--- src/rtl/imm_pkg.sv ---
// Shared definitions for the immediate generator pipeline.
//   - IMM_* : immSrc encodings selecting the immediate format
//   - XLEN_DEFAULT : default immediate output width
//   - imm_entry_t : one buffered result (immediate, error flag, tag)
// Entry fields are sized for the widest supported configuration
// (XLEN 64, TAG_W up to 64); users take the low bits they need.
package imm_pkg;

  localparam int XLEN_DEFAULT = 32;
  localparam int MAX_XLEN     = 64;
  localparam int MAX_TAG_W    = 64;

  typedef enum logic [2:0] {
    IMM_I = 3'b000,
    IMM_S = 3'b001,
    IMM_B = 3'b010,
    IMM_J = 3'b011,
    IMM_U = 3'b100,
    IMM_Z = 3'b101
  } imm_src_e;

  typedef struct packed {
    logic [MAX_XLEN-1:0]  imm;
    logic                 err;
    logic [MAX_TAG_W-1:0] tag;
  } imm_entry_t;

endpackage

--- src/rtl/imm_decode.sv ---
// Combinational RISC-V immediate decoder.
// Ports:
//   instr  [31:0]     raw instruction (immediate fields live in instr[31:7])
//   immSrc [2:0]      format select (IMM_I..IMM_Z, 110/111 illegal)
//   immExt [XLEN-1:0] extended immediate (0 for illegal formats)
//   immErr            high when immSrc is illegal
// XLEN must be 32 or 64.
module imm_decode
  import imm_pkg::*;
#(
  parameter int XLEN = XLEN_DEFAULT
) (
  input  logic [31:0]     instr,
  input  logic [2:0]      immSrc,
  output logic [XLEN-1:0] immExt,
  output logic            immErr
);

  // Every format is first assembled as a 32-bit value; all formats except Z
  // carry their sign in bit 31, so one sign-extending cast covers XLEN 64.
  logic [31:0] imm32;
  logic        sext;

  always_comb begin
    imm32  = '0;
    sext   = 1'b1;
    immErr = 1'b0;
    case (immSrc)
      IMM_I: imm32 = {{20{instr[31]}}, instr[31:20]};
      IMM_S: imm32 = {{20{instr[31]}}, instr[31:25], instr[11:7]};
      IMM_B: imm32 = {{19{instr[31]}}, instr[31], instr[7], instr[30:25], instr[11:8], 1'b0};
      IMM_J: imm32 = {{11{instr[31]}}, instr[31], instr[19:12], instr[20], instr[30:21], 1'b0};
      IMM_U: imm32 = {instr[31:12], 12'b0};
      IMM_Z: begin
        // CSR zimm is an unsigned register-index field
        imm32 = {27'b0, instr[19:15]};
        sext  = 1'b0;
      end
      default: begin
        imm32  = '0;
        immErr = 1'b1;
      end
    endcase
  end

  always_comb begin
    if (sext) begin
      immExt = XLEN'($signed(imm32));
    end else begin
      immExt = XLEN'(imm32);
    end
  end

endmodule

--- src/rtl/imm_gen_pipe.sv ---
// Immediate generator with a 2-entry skid buffer on the output.
// Ports:
//   clk, rst_n            clock, synchronous active-low reset
//   flush                 discard all buffered entries next cycle
//   inValid/inReady       upstream handshake; instr, immSrc, inTag accepted together
//   outValid/outReady     downstream handshake on the head entry
//   immExt, outTag, immErr  contents of the head entry
// TAG_W may be at most 64.
module imm_gen_pipe
  import imm_pkg::*;
#(
  parameter int XLEN  = XLEN_DEFAULT,
  parameter int TAG_W = 32
) (
  input  logic             clk,
  input  logic             rst_n,
  input  logic             flush,
  input  logic             inValid,
  output logic             inReady,
  input  logic [31:0]      instr,
  input  logic [2:0]       immSrc,
  input  logic [TAG_W-1:0] inTag,
  output logic             outValid,
  input  logic             outReady,
  output logic [XLEN-1:0]  immExt,
  output logic [TAG_W-1:0] outTag,
  output logic             immErr
);

  logic [XLEN-1:0] dec_imm;
  logic            dec_err;

  imm_decode #(.XLEN(XLEN)) u_decode (
    .instr  (instr),
    .immSrc (immSrc),
    .immExt (dec_imm),
    .immErr (dec_err)
  );

  imm_entry_t in_entry;

  always_comb begin
    in_entry     = '0;
    in_entry.imm = MAX_XLEN'(dec_imm);
    in_entry.err = dec_err;
    in_entry.tag = MAX_TAG_W'(inTag);
  end

  logic [1:0] count_reg;
  logic       wr_ptr_reg;
  logic       rd_ptr_reg;
  imm_entry_t mem_reg [2];

  logic push;
  logic pop;

  // inReady depends only on held occupancy plus the flush/reset inputs,
  // never on outReady, so there is no combinational path across the buffer.
  assign inReady  = rst_n && !flush && (count_reg != 2'd2);
  assign outValid = (count_reg != 2'd0);
  assign push     = inValid && inReady;
  assign pop      = outValid && outReady;

  always_ff @(posedge clk) begin
    if (!rst_n) begin
      count_reg  <= 2'd0;
      wr_ptr_reg <= 1'b0;
      rd_ptr_reg <= 1'b0;
    end else if (flush) begin
      // Pointers are realigned too; stale storage is simply never read.
      count_reg  <= 2'd0;
      wr_ptr_reg <= 1'b0;
      rd_ptr_reg <= 1'b0;
    end else begin
      if (push) begin
        wr_ptr_reg <= ~wr_ptr_reg;
      end
      if (pop) begin
        rd_ptr_reg <= ~rd_ptr_reg;
      end
      case ({push, pop})
        2'b10:   count_reg <= count_reg + 2'd1;
        2'b01:   count_reg <= count_reg - 2'd1;
        default: count_reg <= count_reg;
      endcase
    end
  end

  // Storage is cleared on reset so the head outputs read as zero afterwards;
  // push already excludes flush cycles through inReady.
  for (genvar gi = 0; gi < 2; gi++) begin : g_entry
    always_ff @(posedge clk) begin
      if (!rst_n) begin
        mem_reg[gi] <= '0;
      end else if (push && (wr_ptr_reg == 1'(gi))) begin
        mem_reg[gi] <= in_entry;
      end
    end
  end

  imm_entry_t head;

  assign head   = mem_reg[rd_ptr_reg];
  assign immExt = head.imm[XLEN-1:0];
  assign outTag = head.tag[TAG_W-1:0];
  assign immErr = head.err;

endmodule

--- config.mk ---
export PLATFORM = sky130hd
export DESIGN_NAME = imm_gen_pipe
export DESIGN_NICKNAME = d
export VERILOG_FILES = /design/src/rtl/imm_pkg.sv /design/src/rtl/imm_decode.sv /design/src/rtl/imm_gen_pipe.sv
export SDC_FILE = /design/constraint.sdc
export NUM_CORES = 1
export LEC_CHECK = 0
export CAP_MARGIN = 10
export CORE_MARGIN = 5
export CORE_UTILIZATION = 30
export DETAILED_ROUTE_END_ITERATION = 8
export DONT_BUFFER_PORTS = 1
export GPL_TIMING_DRIVEN = 0
export PLACE_DENSITY = 0.48
export SLEW_MARGIN = 10
export SYNTH_ARGS = -nofsm -noshare
export SYNTH_HDL_FRONTEND = slang
export SYNTH_HIERARCHICAL = 1
export SYNTH_SLANG_ARGS = --single-unit
export TNS_END_PERCENT = 5
--- constraint.sdc ---
create_clock -name clk -period 6.4 [get_ports clk]
set_input_delay 0.96 -clock clk [delete_from_list [all_inputs] [get_ports clk]]
set_output_delay 0.96 -clock clk [all_outputs]
set_load 0.05 [all_outputs]
==> results.json, run 1 <==
{
  "timing.final.ws_setup_ns": 3.47,
  "syn_nets": 530,
  "synth_area_leader_cell": "edfxtp_1",
  "async_reset_ff_frac": 0,
  "slew_viol_final": 0,
  "synth_cell_type_count": 39,
  "grt_max_degree": 40,
  "wl_per_cell_um": 19.5,
  "crit_fanout": 7,
  "io-pin-count": 139,
  "period_share": 0.458,
  "start_kind": "primary input",
  "h-tree-depth": 4,
  "drive_gt1_frac": 0.270,
  "critPathKind": "primary input to primary output",
  "grt_usage": 0.125,
  "crit_arrival_ns": 1.97,
  "cp_slowest_cell": "nor2_1",
  "start_util": 0.306,
  "cp-end-kind": "primary output",
  "ant_nets": 0,
  "yosys_warnings": 6,
  "die_area_um2": 24500,
  "power_w": 0.00215,
  "synthFlopType": "edfxtp_1",
  "antenna_found_initial": 0,
  "cts_setup_buffers": 0,
  "grt_pass1_wl_um": 22500,
  "tritoncts": "done",
  "holdCritPathClass": "flip-flop to flip-flop",
  "clk_transition_reported_paths_ns": 0.05,
  "power.leakage_nw": 2.79,
  "first_global_vias": 3775,
  "synthTopCellsByArea": "edfxtp_1 (61%), and2_1 (13%), mux2_2 (11%)",
  "synth.top_cell.area_share": 0.606,
  "timing.hold.ws_ns": 0.522,
  "nFillCells": 2055,
  "dr.first_iter.drc_count": 219,
  "gp_congestion": 0.784,
  "fin_crit_ns": 2.93,
  "synth_edf_count": 130,
  "cts_root_buf": "clkbuf_16",
  "core-area_um2": 21100,
  "hold_violations": 0,
  "status": "complete, no violations",
  "holdBufCountCts": 0,
  "ctsResizeCount": 0,
  "preCtsSetupSlack_ns": 3.45,
  "max_cap_viol_count": 0,
  "critPathMaxStageDelay_ns": 0.78,
  "timing.critical_path.buf_inv": 0,
  "fmax_mhz": 341,
  "rows": 53,
  "ys_seq_area_frac": 0.621,
  "crit_path_cell_trace": "nand2b_2, nor2_1",
  "dp_cells": 736,
  "worst_skew_pair.late_latency_ns": 0.41,
  "rsz0062_at_grt": "no",
  "relSlewSlack": 0.351,
  "vdd_drop_max_v": 0.000172,
  "syn_area_per_cell_um2": 14.1,
  "setup_viol": 0,
  "netlist_area_um2": 6440,
  "drt-vias-per-instance": 4.62,
  "die_width_um": 157,
  "syn2layout_area_growth_pct": 15.5,
  "placed_cell_area_um2": 6900,
  "post-route-cell-area_um2": 7440,
  "powerDensity_nw_per_um2": 289,
  "finalClockSkew_ns": 0.00931,
  "synthCells": 457,
  "largest_reg_flops": 130,
  "layout.cells.non_filler": 768,
  "fin_nets": 553,
  "die_y_um": 157,
  "hpwlAfterDp_um": 10700,
  "tightest_slew_ns": 0.969,
  "vias": 3545,
  "drt_pass1_iterations": 5,
  "numCtsBuffers": 17,
  "worstPathRequired_ns": 5.44,
  "drc": 0,
  "synth-seq-cells": 135,
  "wirelength_um": 15000,
  "clockBufferDepth": 2,
  "portBuffers": 0,
  "cts.sinks": 135,
  "overflow": 0,
  "critical_path.top_delay_family": "simple AND/OR/NAND/NOR gates",
  "diodes": 0
}
## cell families (layout without fill, tap and decap cells)
kind of cell / after synthesis / after routing / share of synthesized area
simple gates: 167 / 167 / 0.165
mux: 71 / 71 / 0.123
xor+xnor: 4 / 4 / 0.00835
compound gates: 47 / 47 / 0.0450
fa+ha+maj: 1 / 1 / 0.00194
flops: 135 / 135 / 0.621
buf+inv: 32 / 68 / 0.0355
## synth_stat cells, types with 3 or more instances
cell	n
o21ai_0	4
clkbuf_1	3
edfxtp_1	130
nor2b_1	8
mux2_2	65
nor2b_2	3
o21ai_1	4
buf_2	12
o22ai_1	7
dfxtp_1	5
and2_1	132
nor2_1	6
buf_4	3
a21oi_1	16
nand2_1	4
mux2i_1	6
buf_6	11
a21o_1	11
## placed cells by master (no fill, tap or decap), drive strengths merged
master and instances:
and2 133, edfxtp 130, mux2 65, buf 32, clkbuf 22, a21oi 16, a21o 11, nor2b 11
clkinv 9, o21ai 8, o22ai 7, nor2 6, mux2i 6, dfxtp 5, nand2 4, clkinvlp 3
nand2b 3, o21a 2, nand3 2, xnor2 2, or3 2, xor2 2, or2 1, and4 1
inv 1, nor4 1, ha 1, bufinv 1, nand4b 1, nor3b 1, and3b 1, a211oi 1
o21bai 1, a22o 1
## final cells by class
type	count	area, µm²	share of cell area
plain buffers	31	225	0.0303
clock buffers	19	433	0.0582
clock inverters	13	109	0.0146
inverters	1	3.75	0.000504
multi-input cells	290	2230	0.300
flip-flops and latches	135	4000	0.538
well taps	275	344	0.0462
repair buffers	4	95.1	0.0128
## metal layers
layer  share of wire  global-route usage  wire (µm)  up-vias
met2            0.48               0.206       7140      108
met1            0.41               0.143       6080     1742
met3            0.11              0.0614       1580       13
met4           0.012              0.0368        175        0
li1                -                   -          -     1682
met5               0                   0          0        -
## power by group
group | internal [W] | switching [W]
registers | 0.00101 | 0.00000965
clock network | 0.000530 | 0.000365
logic | 0.0000606 | 0.000175
total | 0.00160 | 0.000550
## worst paths after layout
path,slack (ns),end,startpoint,cells after the start
worst min register to register,0.52,rd_ptr_reg$_SDFFE_PP0P_,rd_ptr_reg$_SDFFE_PP0P_,2
worst max-delay path,3.47,inReady,flush,2
worst min-delay path,0.52,rd_ptr_reg$_SDFFE_PP0P_,rd_ptr_reg$_SDFFE_PP0P_,2
worst max register to register,4.21,mem_reg[1][2]$_SDFFCE_PN0P_,count_reg[0]$_SDFFE_PP0P_,5
## metrics by stage
step	setup TNS, ns	utilization
after floorplan	0	-
after global placement	-225.42	0.322
after detailed placement	0	0.327
after CTS	0	0.353
after global routing	0	0.353
final	0	0.353
No activity file was read; power rests on OpenSTA's default activity.
==> run 2, diff against run 1 <==
PLACE_DENSITY = 0.47   (was 0.48)
clock period = 2.7 ns   (was 6.4 ns; I/O delays follow)
==> run 2 against run 1 <==
- worst setup slack worse by 3.1 ns
- wire length is 1.7% lower
- utilization about the same
- sequential share of layout area is 0.063 points higher
- total power up 140%
==> results.json, run 2 (synthesis results as in run 1) <==
{
  "status": "complete, no violations",
  "holdCritPathClass": "primary input to flip-flop",
  "grt_usage": 0.122,
  "gp_congestion": 0.803,
  "tightest_slew_ns": 0.942,
  "hpwlAfterDp_um": 10400,
  "die_area_um2": 24500,
  "grtUsageMet2": 0.202,
  "p_seq_frac": 0.478,
  "p_switching_w": 0.00134,
  "numCtsBuffers": 17,
  "critPathKind": "flip-flop to primary output",
  "grt_pass1_wl_um": 22100,
  "crit_top_cell": "buf_2",
  "r2r-start": "count_reg[0]$_SDFFE_PP0P_",
  "vias": 3572,
  "grtUsageMet3": 0.0589,
  "fmax_mhz": 433,
  "holdBufCountCts": 0,
  "finalClockSkew_ns": 0.0147,
  "cts_root_buf": "clkbuf_16",
  "critical_path.top_delay_family": "buffers and inverters",
  "core-area_um2": 21100,
  "wirelength_um": 14700,
  "portBuffers": 0,
  "relSlewSlack": 0.370,
  "reg2reg_depth": 5,
  "preCtsSetupSlack_ns": 0.418,
  "antenna_found_initial": 0,
  "setup_viol": 0,
  "grt_max_degree": 37,
  "critPathMaxStageDelay_ns": 0.52,
  "dp_cells": 736,
  "final_common_cell": "and2_1",
  "powerDensity_nw_per_um2": 681,
  "diodes": 0,
  "timing.final.ws_setup_ns": 0.389,
  "critical_path_depth": 3,
  "wl_per_cell_um": 19.2,
  "comb_power_share": 0.110,
  "hold_violations": 0,
  "overflow": 0,
  "intPower_w": 0.00372,
  "drc": 0,
  "crit_fanout": 10,
  "h-tree-depth": 4,
  "die_y_um": 157,
  "fin_nets": 553,
  "period_share": 0.856,
  "clk_transition_reported_paths_ns": 0.06,
  "reg2reg_slack_ns": 0.49,
  "final_util": 0.353,
  "cts.sinks": 135,
  "grt.busiest_layer": "met2",
  "worstPathRequired_ns": 2.30,
  "vdd_drop_max_v": 0.000405,
  "holdPathStages": 1,
  "cp-end-kind": "primary output",
  "grtUsageMet1": 0.141,
  "syn2layout_area_growth_pct": 15.4,
  "worst_skew_pair.late_latency_ns": 0.42,
  "p_sw_frac": 0.265,
  "hold_start": "inTag[10]",
  "tritoncts": "done",
  "slew_viol_final": 0,
  "power_w": 0.00506,
  "cts_setup_buffers": 0,
  "crit_arrival_ns": 1.91,
  "crit_path_cell_trace": "buf_2, buf_2, mux2_2",
  "clkPwrFrac": 0.411,
  "max_cap_viol_count": 0,
  "largest_reg_flops": 130,
  "die_width_um": 157,
  "fin_crit_ns": 2.31,
  "hold-path-endpoint": "mem_reg[0][10]$_SDFFCE_PN0P_",
  "drt_pass1_iterations": 6,
  "rows": 53,
  "ant_nets": 0,
  "ctsResizeCount": 0,
  "timing.critical_path.buf_inv": 2,
  "r2r_end": "mem_reg[1][53]$_SDFFCE_PN0P_",
  "first_global_vias": 3798,
  "dr.first_iter.drc_count": 172,
  "layout.cells.non_filler": 768,
  "final_cell_mix": "and2_1 (132), edfxtp_1 (130), mux2_2 (65)",
  "setup_tns_ns": 0,
  "io-pin-count": 139,
  "rsz0062_at_grt": "no",
  "drt-vias-per-instance": 4.65,
  "start_kind": "flip-flop",
  "power.leakage_nw": 2.78,
  "drive_gt1_frac": 0.278,
  "start_util": 0.306,
  "cp_slowest_cell": "mux2_2",
  "clockBufferDepth": 2
}
==> run 2: cell count changes in the layout (fill, tap and decap cells not counted), sizes merged <==
| cell | delta |
|---|---|
| inv | +3 |
| clkinv | -4 |
| clkinvlp | +3 |
| clkbuf | -1 |
| bufinv | -1 |
==> run 2: worst register-to-register path, stage by stage (launching register included) <==
cell      delay (ns)
dfxtp_1         0.44
nand2b_1        0.16
and4_1          0.24
buf_4           0.24
nand2b_4        0.50
buf_12          0.30
==> run 2: cell type report <==
cell class,count,area [µm²]
plain buffers,31,225
multi-input cells,290,2230
clock inverters,14,104
well taps,275,344
flip-flops and latches,135,4000
fillers,2076,13700
inverters,1,3.75
repair buffers,4,95.1
clock buffers,18,429
==> run 2: worst max path at each step <==
stage	slack (ns)	to
global placement	-0.34	mem_reg[1][46]$_SDFFCE_PN0P_
finish	0.39	immExt[5]
global route	0.27	immExt[7]
CTS	0.31	immExt[5]
detailed placement	0.42	mem_reg[1][52]$_SDFFCE_PN0P_
floorplan	0.49	mem_reg[1][0]$_SDFFCE_PN0P_
==> run 2: layer usage <==
metal | vias to the layer above | wire, µm
met3 | 10 | 1390
met5 | - | 0
met1 | 1766 | 5950
met4 | 0 | 131
met2 | 108 | 7230
li1 | 1688 | -
==> run 2: per-stage QoR <==
stage                     area (µm²)  hold WS [ns]
after floorplan                 6460         0.481
after global placement          6800         0.499
after detailed placement        6900         0.516
after CTS                       7430         0.165
after global routing            7430         0.165
final                           7430         0.189
==> run 2: power groups by stage <==
| stage | logic (W) | registers (W) | clock network (W) |
|---|---|---|---|
| floorplan | 0.000463 | 0.00246 | 0 |
| global placement | 0.000546 | 0.00247 | 0 |
| detailed placement | 0.000571 | 0.00247 | 0 |
| CTS | 0.000573 | 0.00242 | 0.00215 |
| global route | 0.000594 | 0.00243 | 0.00224 |
| finish | 0.000559 | 0.00242 | 0.00208 |
